--- src/rtl/seq_mul_issuer.sv ---
// ---------------------------------------------------------------------------
// seq_mul_issuer
//
// Issue and capture stage wrapped around seq_multiplier. That multiplier
// produces one signed product per fixed LATENCY-cycle slot and runs its own
// slot counter from the same clk/reset nets. This block keeps a matching
// phase counter so that:
//   - operands on mul_a/mul_b change only at slot boundaries and stay
//     constant for the whole slot;
//   - the product of a slot is captured on the boundary edge that ends it.
// Results are buffered in a 2-entry FIFO. An operand pair is only issued if
// that FIFO is guaranteed to have room when its product arrives, so a
// stalled consumer produces empty (bubble) slots and never loses a result.
//
// Ports
//   clk, reset            shared with seq_multiplier; reset is async, high
//   in_valid/in_ready     operand handshake; in_ready = hold register empty
//   in_a, in_b            signed operands (WIDTH bits)
//   mul_a, mul_b          operands driven to seq_multiplier for the slot
//   mul_result            signed product from seq_multiplier (2*WIDTH bits)
//   out_valid/out_ready   result handshake; out_valid = FIFO non-empty
//   out_product           head-of-FIFO product (2*WIDTH bits)
//   slot_busy             current slot carries a real operand pair
// ---------------------------------------------------------------------------
module seq_mul_issuer #(
   parameter int WIDTH   = 32,
   parameter int LATENCY = 32
) (
   input  logic                 clk,
   input  logic                 reset,
   input  logic                 in_valid,
   output logic                 in_ready,
   input  logic [WIDTH-1:0]     in_a,
   input  logic [WIDTH-1:0]     in_b,
   output logic [WIDTH-1:0]     mul_a,
   output logic [WIDTH-1:0]     mul_b,
   input  logic [2*WIDTH-1:0]   mul_result,
   output logic                 out_valid,
   input  logic                 out_ready,
   output logic [2*WIDTH-1:0]   out_product,
   output logic                 slot_busy
);

   localparam int            PW      = (LATENCY > 1) ? $clog2(LATENCY) : 1;
   localparam logic [PW-1:0] PH_LAST = PW'(LATENCY - 1);

   // Phase counter, aligned with the multiplier's internal slot counter.
   logic [PW-1:0]        ph_q, ph_d;

   // Hold register for one accepted operand pair awaiting issue.
   logic                 hold_valid_q, hold_valid_d;
   logic [WIDTH-1:0]     hold_a_q, hold_a_d;
   logic [WIDTH-1:0]     hold_b_q, hold_b_d;

   // Operands presented to the multiplier for the current slot.
   logic [WIDTH-1:0]     mul_a_q, mul_a_d;
   logic [WIDTH-1:0]     mul_b_q, mul_b_d;
   logic                 slot_busy_q, slot_busy_d;

   // Two-entry output FIFO kept as head/tail registers; head is always the
   // oldest entry so out_product needs no read mux.
   logic [2*WIDTH-1:0]   head_q, head_d;
   logic [2*WIDTH-1:0]   tail_q, tail_d;
   logic [1:0]           count_q, count_d;

   logic                 boundary;
   logic                 accept;
   logic                 capture;
   logic                 pop;
   logic                 issue;
   logic [1:0]           occ_after;

   assign boundary  = (ph_q == PH_LAST);
   assign accept    = in_valid && !hold_valid_q;
   assign capture   = boundary && slot_busy_q;
   assign pop       = (count_q != 2'd0) && out_ready;
   // Occupancy once this edge has committed. Issuing only when this is at
   // most one leaves a free entry for the product that arrives a slot later.
   assign occ_after = count_q + {1'b0, capture} - {1'b0, pop};
   assign issue     = boundary && hold_valid_q && (occ_after <= 2'd1);

   // Phase counter
   always_comb begin
      ph_d = boundary ? '0 : ph_q + 1'b1;
   end

   // Hold register. accept needs an empty hold and issue needs a full one,
   // so the two never coincide: a same-edge accept only happens when the
   // hold was already empty before the edge.
   always_comb begin
      hold_valid_d = hold_valid_q;
      hold_a_d     = hold_a_q;
      hold_b_d     = hold_b_q;
      if (issue) begin
         hold_valid_d = 1'b0;
      end
      if (accept) begin
         hold_valid_d = 1'b1;
         hold_a_d     = in_a;
         hold_b_d     = in_b;
      end
   end

   // Slot operands: updated only at boundaries, zeroed for bubble slots.
   always_comb begin
      mul_a_d     = mul_a_q;
      mul_b_d     = mul_b_q;
      slot_busy_d = slot_busy_q;
      if (boundary) begin
         if (issue) begin
            mul_a_d     = hold_a_q;
            mul_b_d     = hold_b_q;
            slot_busy_d = 1'b1;
         end else begin
            mul_a_d     = '0;
            mul_b_d     = '0;
            slot_busy_d = 1'b0;
         end
      end
   end

   // Output FIFO. The issue rule guarantees capture never meets a full FIFO.
   always_comb begin
      head_d  = head_q;
      tail_d  = tail_q;
      count_d = count_q;
      case ({capture, pop})
         2'b10: begin
            if (count_q == 2'd0) begin
               head_d = mul_result;
            end else begin
               tail_d = mul_result;
            end
            count_d = count_q + 2'd1;
         end
         2'b01: begin
            // Emptied head reads back as zero rather than a stale product.
            head_d  = (count_q == 2'd2) ? tail_q : '0;
            tail_d  = '0;
            count_d = count_q - 2'd1;
         end
         2'b11: begin
            if (count_q == 2'd1) begin
               head_d = mul_result;
            end else begin
               head_d = tail_q;
               tail_d = mul_result;
            end
         end
         default: begin
         end
      endcase
   end

   always_ff @(posedge clk or posedge reset) begin
      if (reset) begin
         ph_q         <= '0;
         hold_valid_q <= 1'b0;
         hold_a_q     <= '0;
         hold_b_q     <= '0;
         mul_a_q      <= '0;
         mul_b_q      <= '0;
         slot_busy_q  <= 1'b0;
         head_q       <= '0;
         tail_q       <= '0;
         count_q      <= 2'd0;
      end else begin
         ph_q         <= ph_d;
         hold_valid_q <= hold_valid_d;
         hold_a_q     <= hold_a_d;
         hold_b_q     <= hold_b_d;
         mul_a_q      <= mul_a_d;
         mul_b_q      <= mul_b_d;
         slot_busy_q  <= slot_busy_d;
         head_q       <= head_d;
         tail_q       <= tail_d;
         count_q      <= count_d;
      end
   end

   assign in_ready    = !hold_valid_q;
   assign mul_a       = mul_a_q;
   assign mul_b       = mul_b_q;
   assign slot_busy   = slot_busy_q;
   assign out_valid   = (count_q != 2'd0);
   assign out_product = head_q;

   // A capture into a full FIFO would drop a product.
   always @(posedge clk) begin
      if (!reset) begin
         assert (!(capture && (count_q == 2'd2)));
      end
   end

endmodule

--- config.mk ---
export PLATFORM = sky130hd
export DESIGN_NAME = seq_mul_issuer
export DESIGN_NICKNAME = d
export VERILOG_FILES = /design/src/rtl/seq_mul_issuer.sv
export SDC_FILE = /design/constraint.sdc
export NUM_CORES = 1
export LEC_CHECK = 0
export CORE_MARGIN = 4
export CORE_UTILIZATION = 45
export DETAILED_ROUTE_END_ITERATION = 8
export PLACE_DENSITY = 0.84
export SETUP_SLACK_MARGIN = 0.3
export SLEW_MARGIN = 0
export SYNTH_ARGS = -nofsm -noshare
export SYNTH_HDL_FRONTEND = slang
export SYNTH_SLANG_ARGS = --single-unit
--- constraint.sdc ---
create_clock -name clk -period 8.9 [get_ports clk]
set_clock_uncertainty 0.2 [all_clocks]
set_input_delay 0.89 -clock clk [delete_from_list [all_inputs] [get_ports clk]]
set_output_delay 0.89 -clock clk [all_outputs]
set_load 0.1 [all_outputs]
==> flow_summary.json <==
{
  "area_delta_synth_final_pct": 32.1,
  "ant_nets": 0,
  "critPathMaxStageDelay_ps": 1220,
  "tritoncts": "yes",
  "synthCells": 1188,
  "hold_violations": 0,
  "die_w_um": 168,
  "drive_above_1_share": 0.0564,
  "required_ps": 7810,
  "synth_top_cell_by_area": "dfrtp_1",
  "rsz0062_at_grt": "false",
  "ys_ff_latch": 265,
  "crit_arrival_ps": 2690,
  "core_sq_um": 25200,
  "synthDistinctLibCells": 28,
  "clock-sinks": 265,
  "crit_chain": "inv_1, ha_1, inv_1, clkdlybuf4s50_1",
  "antenna_found_initial": 0,
  "grt_start_max_net_pins": 129,
  "timing.final.crit_share": 0.425,
  "start_kind": "flip-flop",
  "endpoint_kind": "output pin",
  "fin_crit_ps": 3780,
  "synth_top_area_frac": 0.575,
  "avgSynthCellArea_sq_um": 9.70,
  "drc": 0,
  "n_antenna_cell": 0,
  "htreeDepth": 1,
  "slew_viol_final": 0,
  "worstSkewPairLatency_ps": 550,
  "drv_cap": 0,
  "first_iter_violations": 881,
  "cts_buffers": 28,
  "dieArea_sq_um": 28200,
  "grt_pass1_wl_mm": 50.9,
  "wl_mm": 31.8,
  "ctsHoldBuffers": 0,
  "fin_tns_setup_ps": 0,
  "io_pins": 263,
  "grt_overflow_total": 0,
  "multi_input_area_sq_um": 3960,
  "synth_ff_type": "dfrtp_1",
  "synth_area_leaders": "dfrtp_1 (58%), o21ai_0 (8.3%), o32ai_1 (4.6%)",
  "status": "complete, no violations",
  "routedWlPerCell_um": 18.4,
  "max_freq_ghz": 0.264,
  "synth_edf_count": 0,
  "syn_nets": 1329,
  "start_util": 0.458,
  "vias": 9534,
  "max-slew-margin-rel": 0.242,
  "slowest_stage": "clkdlybuf4s50_1",
  "path_max_fanout": 4,
  "post_cts_buffers": 0,
  "cts_resized": 0,
  "groute.usage.overall": 0.217,
  "layout.nets": 1522,
  "grt_pass1_vias": 9459,
  "synth-async-reset-ratio": 1.00,
  "hpwl_mm": 19.3,
  "setup_viol": 0,
  "clk_pin_slew_ps": 60,
  "yosysMostFrequentCell": "dfrtp_1",
  "regArea_sq_um": 6630,
  "synth_commonest_cells": "dfrtp_1 (265), o21ai_0 (192), inv_1 (136), nand2_1 (131), clkbuf_1 (73)",
  "vias_per_cell": 5.51,
  "place_congestion": 0.805,
  "hold_depth": 1,
  "worstMarginPinSlew_ps": 1140,
  "buffer_ports.inserted": 262,
  "placementRows": 58,
  "syn-cell-area_sq_um": 11500,
  "cp_common_cell": "inv_1",
  "clockBufferDepth": 3,
  "die_y_um": 168,
  "fill_cells": 2069,
  "cts-root-buf": "clkbuf_16",
  "reg2regPathDepth": 7,
  "worstHoldPathType": "flip-flop to flip-flop",
  "firstDrtPassIters": 6,
  "seq_area_frac_synth": 0.575,
  "yosysWarningCount": 0,
  "utilization": 0.605,
  "worstSetupPathType": "flip-flop to output pin"
}
## final cells by class
cell class	instances	share of cell area
clock buffer	36	0.0526
clock inverter	14	0.0121
inverter	136	0.0342
multi-input combinational	675	0.260
sequential	265	0.435
tap	330	0.0271
timing repair buffer	275	0.179
## worst max-delay path, delay by kind of cell (launching register included)
kind | cells | cell delay (ps)
adder cells (fa/ha/maj) | 1 | 290
buffers and inverters | 3 | 1450
flip-flops | 1 | 410
## sequential cells by signal, indices dropped and copies added (netlist names)
register	count
mul_b	32
count_q	2
ph_q	5
out_product	64
hold_b_q	32
hold_a_q	32
slot_busy	1
hold_valid_q	1
mul_a	32
tail_q	64
## path summary, 6_finish.rpt
path / from / to / slack, ps
worst min-delay path: ph_q[0]$_DFF_PP0_ / ph_q[0]$_DFF_PP0_ / 250
worst min register to register: ph_q[0]$_DFF_PP0_ / ph_q[0]$_DFF_PP0_ / 250
worst max-delay path: count_q[0]$_DFFE_PP0N_ / out_valid / 5120
max in group asynchronous: reset / out_product[49]$_DFFE_PP0P_ / 6280
min in group asynchronous: reset / mul_a[0]$_DFFE_PP0N_ / 710
worst max register to register: count_q[1]$_DFFE_PP0N_ / tail_q[39]$_DFFE_PP0P_ / 5400
## through the flow
stage	setup slack [ps]	hold slack (ps)	instances	area (sq um)
after detailed placement	5020	243	1681	14200
final	5120	248	1731	15200
after global placement	5090	239	1681	14200
after floorplan	513	225	1188	11500
after CTS	5080	252	1731	15200
after global routing	4950	283	1731	15200
## cell usage in the layout, fill, tap and decap left out, drive strengths merged
| cell type | synthesis | layout |
|---|---|---|
| nor3 | 64 | 64 |
| inv | 136 | 136 |
| buf | 39 | 13 |
| nor2b | 2 | 2 |
| nor2 | 4 | 4 |
| o21ai | 193 | 193 |
| dfrtp | 265 | 265 |
| o211ai | 64 | 64 |
| nand2 | 131 | 131 |
| clkbuf | 73 | 36 |
| clkinvlp | 0 | 1 |
| clkdlybuf4s50 | 0 | 262 |
| a31oi | 64 | 64 |
| o22ai | 1 | 1 |
| a21oi | 1 | 1 |
| o22a | 1 | 1 |
| clkinv | 0 | 9 |
| nand2b | 65 | 65 |
| xnor2 | 3 | 3 |
| and3 | 2 | 2 |
| bufinv | 0 | 4 |
| and2 | 2 | 2 |
| nand3 | 1 | 1 |
| ha | 9 | 9 |
| xor2 | 3 | 3 |
| o32ai | 64 | 64 |
| a221o | 1 | 1 |
## cell families (layout without fill, tap and decap cells)
family / Yosys count / after routing / share of synthesized area
AO/OA/AOI/OAI: 389 / 389 / 0.214
flip-flops: 265 / 265 / 0.575
buffers and inverters: 248 / 461 / 0.0860
adder cells (fa/ha/maj): 9 / 9 / 0.00977
XOR/XNOR: 6 / 6 / 0.00456
AND/OR/NAND/NOR: 271 / 271 / 0.111
## metal layers
metal	routed length [um]	vias up	part of all wire	global-route usage
met3	1880	90	0.059	0.0336
met5	0	-	0	0
li1	-	4474	-	-
met2	15100	339	0.48	0.350
met4	1450	0	0.046	0.0900
met1	13300	4631	0.42	0.294
Power is not shown: default switching activity piles up to over one toggle a cycle in this logic, so the estimate is an artifact.
